**config.mk**
```make
export PLATFORM = sky130hd
export DESIGN_NAME = spi_bus_arbiter_flat
export DESIGN_NICKNAME = d
export VERILOG_FILES = /design/src/rtl/spi_bus_arbiter_if.sv /design/src/rtl/spi_bus_arbiter.sv /design/src/flat_wrapper.sv
export SDC_FILE = /design/constraint.sdc
export NUM_CORES = 1
export LEC_CHECK = 0
export BUFFER_PORTS_ARGS = -buffer_cell sky130_fd_sc_hd__buf_2
export CORE_UTILIZATION = 25
export CTS_BUF_LIST = sky130_fd_sc_hd__clkbuf_8 sky130_fd_sc_hd__clkbuf_16
export CTS_CLUSTER_SIZE = 20
export DETAILED_ROUTE_END_ITERATION = 8
export PLACE_DENSITY = 0.44
export RECOVER_POWER = 25
export SKIP_CTS_REPAIR_TIMING = 1
export SLEW_MARGIN = 30
export SYNTH_ARGS = -nofsm -noshare
export SYNTH_HDL_FRONTEND = slang
export SYNTH_SLANG_ARGS = --single-unit
```
**constraint.sdc**
```tcl
create_clock -name clk -period 2.9 [get_ports clk]
set_input_delay 0.29 -clock clk [delete_from_list [all_inputs] [get_ports clk]]
set_output_delay 0.29 -clock clk [all_outputs]
set_load 0.02 [all_outputs]
```
**src/rtl/spi_bus_arbiter_if.sv**
```systemverilog
// Bundle of requester handshake signals and the shared SPI pins for spi_bus_arbiter.
// master: the arbiter side; slave: requesters plus the SPI device side.
interface spi_bus_arbiter_if #(
  parameter int REG_WID = 8,
  parameter int NUM     = $clog2(REG_WID),
  parameter int NUM_REQ = 4
);
  logic [NUM_REQ-1:0]           req;
  logic [NUM_REQ*REG_WID-1:0]   req_data;
  logic [NUM_REQ*(NUM+1)-1:0]   req_size;
  logic [NUM_REQ*2-1:0]         req_mode;
  logic [NUM_REQ-1:0]           grant;
  logic [NUM_REQ-1:0]           done;
  logic [REG_WID-1:0]           rx_data;
  logic                         busy;
  logic                         spi_clk;
  logic                         mosi;
  logic                         miso;
  logic [NUM_REQ-1:0]           cs_n;

  modport master (
    input  req, req_data, req_size, req_mode, miso,
    output grant, done, rx_data, busy, spi_clk, mosi, cs_n
  );

  modport slave (
    output req, req_data, req_size, req_mode, miso,
    input  grant, done, rx_data, busy, spi_clk, mosi, cs_n
  );
endinterface

```
**src/rtl/spi_bus_arbiter.sv**
```systemverilog
// Round-robin SPI master shared by NUM_REQ requesters; LSB-first, per-transaction cpol/cphase/size.
// Define SPI_ARB_FIXED_PRIORITY_EN to replace round-robin with lowest-index-wins arbitration.
module spi_bus_arbiter #(
  parameter int REG_WID = 8,
  parameter int NUM     = $clog2(REG_WID),
  parameter int NUM_REQ = 4,
  parameter int CLK_DIV = 2
) (
  input  logic              clk,
  input  logic              rst,
  spi_bus_arbiter_if.master bus
);
  localparam int PTR_W = $clog2(NUM_REQ);
  localparam int DIV_W = $clog2(CLK_DIV + 1);
  localparam int SZ_W  = NUM + 1;
  localparam int HC_W  = NUM + 2;

  typedef enum logic [2:0] {IDLE, SETUP, XFER, HOLD, GAP} state_t;

  state_t             state_reg, state_next;
  logic [DIV_W-1:0]   div_cnt_reg, div_cnt_next;
  logic [HC_W-1:0]    half_cnt_reg, half_cnt_next;
  logic [PTR_W-1:0]   ptr_reg, ptr_next;
  logic [REG_WID-1:0] tx_reg, tx_next;
  logic [REG_WID-1:0] rx_reg, rx_next;
  logic [REG_WID-1:0] rx_data_reg, rx_data_next;
  logic [SZ_W-1:0]    size_reg, size_next;
  logic               cpol_reg, cpol_next;
  logic               cpha_reg, cpha_next;
  logic               spi_clk_reg, spi_clk_next;
  logic               mosi_reg, mosi_next;
  logic [NUM_REQ-1:0] grant_reg, grant_next;
  logic [NUM_REQ-1:0] done_reg, done_next;
  logic [NUM_REQ-1:0] cs_n_reg, cs_n_next;

  logic [REG_WID-1:0] data_arr [NUM_REQ];
  logic [SZ_W-1:0]    size_arr [NUM_REQ];
  logic [1:0]         mode_arr [NUM_REQ];

  genvar gi;
  generate
    for (gi = 0; gi < NUM_REQ; gi++) begin : g_unpack
      assign data_arr[gi] = bus.req_data[gi*REG_WID +: REG_WID];
      assign size_arr[gi] = bus.req_size[gi*SZ_W +: SZ_W];
      assign mode_arr[gi] = bus.req_mode[2*gi +: 2];
    end
  endgenerate

  logic             win_found;
  logic [PTR_W-1:0] win_idx;
  logic [SZ_W-1:0]  win_size;

`ifdef SPI_ARB_FIXED_PRIORITY_EN
  always_comb begin
    win_found = 1'b0;
    win_idx   = '0;
    for (int k = NUM_REQ - 1; k >= 0; k--) begin
      if (bus.req[PTR_W'(k)]) begin
        win_found = 1'b1;
        win_idx   = PTR_W'(k);
      end
    end
  end
`else
  logic [PTR_W:0] rr_idx;

  // Search starts just after the last winner and wraps, so every requester gets a turn.
  always_comb begin
    win_found = 1'b0;
    win_idx   = '0;
    rr_idx    = '0;
    for (int k = 1; k <= NUM_REQ; k++) begin
      rr_idx = {1'b0, ptr_reg} + (PTR_W+1)'(k);
      if (rr_idx >= (PTR_W+1)'(NUM_REQ))
        rr_idx = rr_idx - (PTR_W+1)'(NUM_REQ);
      if (!win_found && bus.req[rr_idx[PTR_W-1:0]]) begin
        win_found = 1'b1;
        win_idx   = rr_idx[PTR_W-1:0];
      end
    end
  end
`endif

  assign win_size = (size_arr[win_idx] > SZ_W'(REG_WID)) ? SZ_W'(REG_WID) : size_arr[win_idx];

  logic            div_last;
  logic [HC_W-1:0] half_last;
  logic [SZ_W-1:0] rx_shamt;
  logic            lead_edge;
  logic            trail_edge;

  assign div_last  = (div_cnt_reg == DIV_W'(CLK_DIV - 1));
  assign half_last = {size_reg, 1'b0} - HC_W'(1);
  assign rx_shamt  = SZ_W'(REG_WID) - size_reg;

  always_comb begin
    state_next    = state_reg;
    div_cnt_next  = div_cnt_reg;
    half_cnt_next = half_cnt_reg;
    ptr_next      = ptr_reg;
    tx_next       = tx_reg;
    rx_next       = rx_reg;
    rx_data_next  = rx_data_reg;
    size_next     = size_reg;
    cpol_next     = cpol_reg;
    cpha_next     = cpha_reg;
    spi_clk_next  = spi_clk_reg;
    mosi_next     = mosi_reg;
    grant_next    = grant_reg;
    done_next     = '0;
    cs_n_next     = cs_n_reg;
    lead_edge     = 1'b0;
    trail_edge    = 1'b0;

    case (state_reg)
      IDLE: begin
        if (win_found) begin
          ptr_next     = win_idx;
          tx_next      = data_arr[win_idx];
          rx_next      = '0;
          size_next    = win_size;
          cpol_next    = mode_arr[win_idx][1];
          cpha_next    = mode_arr[win_idx][0];
          spi_clk_next = mode_arr[win_idx][1];
          mosi_next    = mode_arr[win_idx][0] ? 1'b0 : data_arr[win_idx][0];
          grant_next   = NUM_REQ'(1) << win_idx;
          cs_n_next    = ~(NUM_REQ'(1) << win_idx);
          div_cnt_next = '0;
          state_next   = SETUP;
        end
      end
      SETUP: begin
        if (div_last) begin
          div_cnt_next  = '0;
          half_cnt_next = '0;
          if (size_reg == '0) begin
            state_next = HOLD;
          end else begin
            state_next   = XFER;
            spi_clk_next = ~spi_clk_reg;
            lead_edge    = 1'b1;
          end
        end else begin
          div_cnt_next = div_cnt_reg + DIV_W'(1);
        end
      end
      XFER: begin
        if (div_last) begin
          div_cnt_next = '0;
          if (half_cnt_reg == half_last) begin
            state_next = HOLD;
          end else begin
            // Even half periods open a bit (leading edge), odd ones close it (trailing edge).
            half_cnt_next = half_cnt_reg + HC_W'(1);
            spi_clk_next  = ~spi_clk_reg;
            lead_edge     = half_cnt_reg[0];
            trail_edge    = ~half_cnt_reg[0];
          end
        end else begin
          div_cnt_next = div_cnt_reg + DIV_W'(1);
        end
      end
      HOLD: begin
        if (div_last) begin
          div_cnt_next = '0;
          cs_n_next    = '1;
          grant_next   = '0;
          done_next    = grant_reg;
          rx_data_next = rx_reg >> rx_shamt;
          mosi_next    = 1'b0;
          state_next   = GAP;
        end else begin
          div_cnt_next = div_cnt_reg + DIV_W'(1);
        end
      end
      GAP: begin
        if (div_last) begin
          div_cnt_next = '0;
          state_next   = IDLE;
        end else begin
          div_cnt_next = div_cnt_reg + DIV_W'(1);
        end
      end
      default: state_next = IDLE;
    endcase

    if ((lead_edge && !cpha_reg) || (trail_edge && cpha_reg))
      rx_next = {bus.miso, rx_reg[REG_WID-1:1]};
    if (lead_edge && cpha_reg) begin
      mosi_next = tx_reg[0];
      tx_next   = tx_reg >> 1;
    end
    if (trail_edge && !cpha_reg) begin
      mosi_next = tx_reg[1];
      tx_next   = tx_reg >> 1;
    end
  end

  always_ff @(posedge clk or negedge rst) begin
    if (!rst) begin
      state_reg    <= IDLE;
      div_cnt_reg  <= '0;
      half_cnt_reg <= '0;
      ptr_reg      <= PTR_W'(NUM_REQ - 1);
      tx_reg       <= '0;
      rx_reg       <= '0;
      rx_data_reg  <= '0;
      size_reg     <= '0;
      cpol_reg     <= 1'b0;
      cpha_reg     <= 1'b0;
      spi_clk_reg  <= 1'b0;
      mosi_reg     <= 1'b0;
      grant_reg    <= '0;
      done_reg     <= '0;
      cs_n_reg     <= '1;
    end else begin
      state_reg    <= state_next;
      div_cnt_reg  <= div_cnt_next;
      half_cnt_reg <= half_cnt_next;
      ptr_reg      <= ptr_next;
      tx_reg       <= tx_next;
      rx_reg       <= rx_next;
      rx_data_reg  <= rx_data_next;
      size_reg     <= size_next;
      cpol_reg     <= cpol_next;
      cpha_reg     <= cpha_next;
      spi_clk_reg  <= spi_clk_next;
      mosi_reg     <= mosi_next;
      grant_reg    <= grant_next;
      done_reg     <= done_next;
      cs_n_reg     <= cs_n_next;
    end
  end

  assign bus.grant   = grant_reg;
  assign bus.done    = done_reg;
  assign bus.rx_data = rx_data_reg;
  assign bus.busy    = (state_reg != IDLE);
  assign bus.spi_clk = spi_clk_reg;
  assign bus.mosi    = mosi_reg;
  assign bus.cs_n    = cs_n_reg;
endmodule

```
**src/flat_wrapper.sv**
```systemverilog
// flat-port wrapper written by rule: the top's interface ports become plain ports
module spi_bus_arbiter_flat 
#(
  parameter int REG_WID = 8,
  parameter int NUM     = $clog2(REG_WID),
  parameter int NUM_REQ = 4,
  parameter int CLK_DIV = 2
)
  (clk, rst, bus_req, bus_req_data, bus_req_size, bus_req_mode, bus_miso, bus_grant, bus_done, bus_rx_data, bus_busy, bus_spi_clk, bus_mosi, bus_cs_n);
  spi_bus_arbiter_if #(.REG_WID(REG_WID), .NUM(NUM), .NUM_REQ(NUM_REQ)) bus_i ();
  input  logic clk;
  input  logic rst;
  input wire logic [$bits(bus_i.req)-1:0] bus_req;
  input wire logic [$bits(bus_i.req_data)-1:0] bus_req_data;
  input wire logic [$bits(bus_i.req_size)-1:0] bus_req_size;
  input wire logic [$bits(bus_i.req_mode)-1:0] bus_req_mode;
  input wire logic [$bits(bus_i.miso)-1:0] bus_miso;
  output wire logic [$bits(bus_i.grant)-1:0] bus_grant;
  output wire logic [$bits(bus_i.done)-1:0] bus_done;
  output wire logic [$bits(bus_i.rx_data)-1:0] bus_rx_data;
  output wire logic [$bits(bus_i.busy)-1:0] bus_busy;
  output wire logic [$bits(bus_i.spi_clk)-1:0] bus_spi_clk;
  output wire logic [$bits(bus_i.mosi)-1:0] bus_mosi;
  output wire logic [$bits(bus_i.cs_n)-1:0] bus_cs_n;
  assign bus_i.req = bus_req;
  assign bus_i.req_data = bus_req_data;
  assign bus_i.req_size = bus_req_size;
  assign bus_i.req_mode = bus_req_mode;
  assign bus_i.miso = bus_miso;
  assign bus_grant = bus_i.grant;
  assign bus_done = bus_i.done;
  assign bus_rx_data = bus_i.rx_data;
  assign bus_busy = bus_i.busy;
  assign bus_spi_clk = bus_i.spi_clk;
  assign bus_mosi = bus_i.mosi;
  assign bus_cs_n = bus_i.cs_n;
  spi_bus_arbiter #(.REG_WID(REG_WID), .NUM(NUM), .NUM_REQ(NUM_REQ), .CLK_DIV(CLK_DIV)) u_core (.clk(clk), .rst(rst), .bus(bus_i));
endmodule
```
-- After elaboration in Yosys (flattened, before gate mapping)
Index checks and enable logic that the tools add are counted.
- register bits after elaboration: 55
- order comparisons: 10
- equal/unequal tests: 16
- bitwise gates (word level): 4
- multiplexer cells: 80
- shifts and indexed selects: 2
- $add $sub $neg: 12
- reductions and logical operators: 35
- operator list (cell ; number):
    8-bit 2-to-1 mux ; 9
    4-bit 2-to-1 mux ; 9
    1-bit 2-to-1 mux ; 26
    2-bit 2-to-1 mux ; 12
    3-bit 2-to-1 mux ; 6
    8-bit binary-select mux with 2-bit select ; 1
    4-bit case mux with 2 select lines ; 2
    3-bit >= comparator (second input constant) ; 5
    5-bit 2-to-1 mux ; 3
    3-bit case mux with 5 select lines ; 1
    2-bit by 3-bit less-than comparator with 1-bit output (second input constant) ; 4
    2-bit by 1-bit != test with 1-bit output (second input constant) ; 6
    6-bit AND reduction ; 2
    3-bit nonzero test ; 4
    5-bit case mux with 2 select lines ; 1
    2-bit AND reduction ; 5
    2-bit nonzero test ; 5
    1-bit binary-select mux with 2-bit select ; 4
    4-bit binary-select mux with 2-bit select ; 1
    4-bit by 1-bit != test with 1-bit output (second input constant) ; 2
    8-bit by 4-bit >> shifter with 8-bit output ; 1
    2-bit by 1-bit subtractor with 2-bit output (second input constant) ; 4
    1-bit logical AND ; 7
    2-bit by 2-bit adder with 3-bit output (second input constant) ; 2
    29 further kinds ; 37

-- Logic depth before layout (Yosys ltp)
- word-level depth: 24
- depth in mapped cells: 10

-- Least setup slack after synthesis
OpenSTA, ideal clock, no wires.
- path kind: reg2reg
- start: register u_core.size_reg[0]
- end: register u_core.tx_reg[1]
- arrival: 2218 ps
- path buffers: 1
- stages on the path, launching flop included: 10
- library setup time: 126 ps
- setup slack: 556 ps
- clock period less this slack: 2344 ps
- path through: dfrtp_1 > buf_2 > clkinv_1 > ha_1 > xor2_1 > nand4_2 > nor2_2 > o311ai_4 > nor2_4 > a221o_1
- longest elaborated chain between the ends: 8
- elaborated cells on any way between the ends: 18
- those cells by class: add/sub: 1; eq/ne: 1; mux: 10; reduce/logical: 6
- ends and longest elaborated chain (what ; line ; source):
    start: declaration ; spi_bus_arbiter.sv:27 ; logic [SZ_W-1:0] size_reg, size_next;
    start signal: assignment ; spi_bus_arbiter.sv:224 ; size_reg <= size_next;
    5-bit by 1-bit subtractor with 5-bit output ; spi_bus_arbiter.sv:93 ; assign half_last = {size_reg, 1'b0} - HC_W'(1);
    5-bit == test ; spi_bus_arbiter.sv:150 ; if (half_cnt_reg == half_last) begin
    1-bit 2-to-1 mux ; spi_bus_arbiter.sv:150 ;
    1-bit 2-to-1 mux ; spi_bus_arbiter.sv:148 ; if (div_last) begin
    1-bit case mux with 2 select lines / 1-bit 2-to-1 mux (equally long branches) ; spi_bus_arbiter.sv:115 ; case (state_reg)
    1-bit logical AND, on equally long branches ; spi_bus_arbiter.sv:189, spi_bus_arbiter.sv:193 ;
    3-bit nonzero test (no source line) / 8-bit 2-to-1 mux (equally long branches) ; - ;
    2-bit AND reduction (no source line) / 8-bit 2-to-1 mux (equally long branches) ; - ;
    end signal: assignment ; spi_bus_arbiter.sv:221 ; tx_reg <= tx_next;
    end: declaration ; spi_bus_arbiter.sv:24 ; logic [REG_WID-1:0] tx_reg, tx_next;
Parallel ways exist; a longest one is shown, timed or not.
A chain may end at the register's enable or synchronous reset.

-- Worst setup path in the final report
- start: register u_core.size_reg[0]
- end: register u_core.tx_reg[4]
The elaborated chain is that of the path after synthesis.

==> flow_summary.yaml <==
status:
  status: "finished clean"
sta:
  setup_slack_ps: 366
  rsz0062_at_grt: "false"
  fin_crit_sh: 0.874
  fmax_mhz: 395
  finalHoldViolCount: 0
  min_period_ps: 2530
  setup-violations-final: 0
  report.final.slew_viol_count: 0
  setup_tns_ps: 0
  fin_skew_ps: 8.58
  worst_pin_slew_ps: 997
  max_slew_margin: 0.335
worst_setup_path:
  path_class: "reg2reg"
  slowest_stage: "dfrtp_1"
  arrival_ps: 2720
  crit_path_max_fanout: 10
  worstPathRequired_ps: 3080
  crit_chain: "clkinv_1 > ha_1 > xor2_1 > nand4_2 > nor2_2 > o311ai_4 > nor2_4 > a221o_1"
  cp_slowest_stage_delay_ps: 550
  startpoint_type: "register"
  cp-end-kind: "register"
floorplanning:
  rows: 41
  design.core.area_mm2: 0.0127
  fp.dieH_um: 117
  start_util: 0.259
  die_area_mm2: 0.0137
  die_w_um: 117
  num_io_pins: 86
grt:
  track_usage: 0.129
  grt_pass1_wl_mm: 13.6
  antenna_found_initial: 0
  grt_max_degree: 47
  grt_pass1_vias: 2674
  overflow: 0
placement:
  dp_slack_ps: 280
  portBuffers: 85
  gp_congestion: 0.707
  place_hpwl_mm: 6.24
clock_tree:
  path_clk_slew_ps: 80
  clkSinkCount: 55
  cts-buffers-inserted: 5
  clk_path_buf_depth: 2
  h-tree-depth: 2
  worst_skew_pair.late_latency_ps: 300
  cts_tree: "built"
  cts_root_buffer: "clkbuf_16"
logic_synthesis:
  synthDistinctLibCells: 58
  synth_ff_type: "dfrtp_1"
  ys_ff_latch: 55
  netlist_instances: 338
  synth_warnings: 0
  ys_seq_area_frac: 0.420
  ys_async_sr_fraction: 1.00
  synth.net_count: 404
  synth_edf_count: 0
  synthesis.area_mm2: 0.00330
  synth_area_per_cell_um2: 9.76
drt:
  avgViaCountPerCell: 4.73
  drc_errors: 0
  wl_per_cell_um: 14.0
  ant_nets: 0
  num_vias: 2812
  routed_wl_mm: 8.31
  dr.first_iter.drc_count: 120
  first_pass_iters: 5
worst_hold_path:
  min_path_type: "in2reg"
cells_and_area:
  final_common_cell: "buf_2"
  drive_gt1_frac: 0.262
  layout_common_cells: "buf_2, nand2_1, dfrtp_1"
  n_antenna_cell: 0
  nNetsFinal: 488
  syn2layout_area_growth_pct: 24.4
run:
  drv_cap: 0
power_and_ir_drop:
  p_leak_nw: 1.83
  power.density_mw_per_mm2: 1010
  ir_worst_vdd_mv: 0.289
-- layout make-up --
type | instances | area [µm²]
Timing Repair Buffer | 96 | 503
Inverter | 4 | 15.0
Sequential cell | 55 | 1380
Clock buffer | 5 | 125
Tap cell | 172 | 215
Clock inverter | 3 | 33.8
Multi-Input combinational cell | 260 | 1830
Fill cell | 1378 | 8620
-- Yosys cell counts, drive strengths merged (8+ instances only) --
cell type / instances / area [µm²]
nand2: 53 / 199
dfrtp: 49 / 1230
mux2i: 32 / 320
o21ai: 28 / 144
nor2: 17 / 73.8
a211oi: 15 / 113
buf: 12 / 62.6
a21oi: 10 / 50.1
nor2b: 10 / 62.6
nor3b: 8 / 65.1
-- critical path: cells and delay by family (launching register included) --
kind / cells / cell delay, ps
AND/OR/NAND/NOR: 3 / 320
flip-flops: 1 / 550
AO/OA/AOI/OAI: 2 / 850
XOR/XNOR: 1 / 180
buffers and inverters: 1 / 160
adder cells (fa/ha/maj): 1 / 350
-- cells by family (layout without fill, tap and decap cells) --
| logic type | after synthesis | in the layout | synth area share |
|---|---|---|---|
| and+or+nand+nor | 121 | 121 | 0.187 |
| DFF | 55 | 55 | 0.420 |
| xor gates and xnor gates | 11 | 11 | 0.0391 |
| muxes | 38 | 38 | 0.121 |
| AOI/OAI and AO/OA | 87 | 87 | 0.191 |
| adders and majority gates | 3 | 3 | 0.0114 |
| buffers and inverters | 23 | 108 | 0.0315 |
-- worst paths after layout --
kind,start,end,slack (ps),cells after the start
min reg2reg,u_core.ptr_reg[0],u_core.ptr_reg[0],480,2
min in group asynchronous,rst,u_core.bus.rx_data[0],680,2
max in group asynchronous,rst,u_core.ptr_reg[1],1150,3
max,u_core.size_reg[0],u_core.tx_reg[4],370,8
min,bus_miso,u_core.rx_reg[7],200,3
max reg2reg,u_core.size_reg[0],u_core.tx_reg[4],370,8
-- stage by stage --
| stage | hold WS [ps] | instances | utilization | total power, mW | instance area, µm² |
|---|---|---|---|---|---|
| global route | 200 | 595 | 0.323 | 4.51 | 4100 |
| floorplan | -5.59 | 338 | - | 2.92 | 3300 |
| finish | 202 | 595 | 0.323 | 4.16 | 4100 |
| CTS | -70.3 | 594 | 0.323 | 4.21 | 4110 |
| global placement | 255 | 586 | 0.310 | 3.51 | 3950 |
| detailed placement | 258 | 586 | 0.310 | 3.54 | 3950 |
-- routing by layer --
metal | vias to the layer above | wire (µm) | GRT usage
li1 | 1407 | - | -
met1 | 1313 | 4210 | 0.181
met2 | 85 | 3580 | 0.200
met3 | 7 | 383 | 0.0221
met4 | 0 | 125 | 0.0422
met5 | - | 0 | 0
-- where the power goes --
group	total, mW	switching, mW	internal [mW]
Clock	0.648	0.314	0.335
Sequential	1.35	0.293	1.05
Combinational	2.17	1.26	0.903
Total	4.16	1.87	2.29
(Power assumes the default switching activity.)
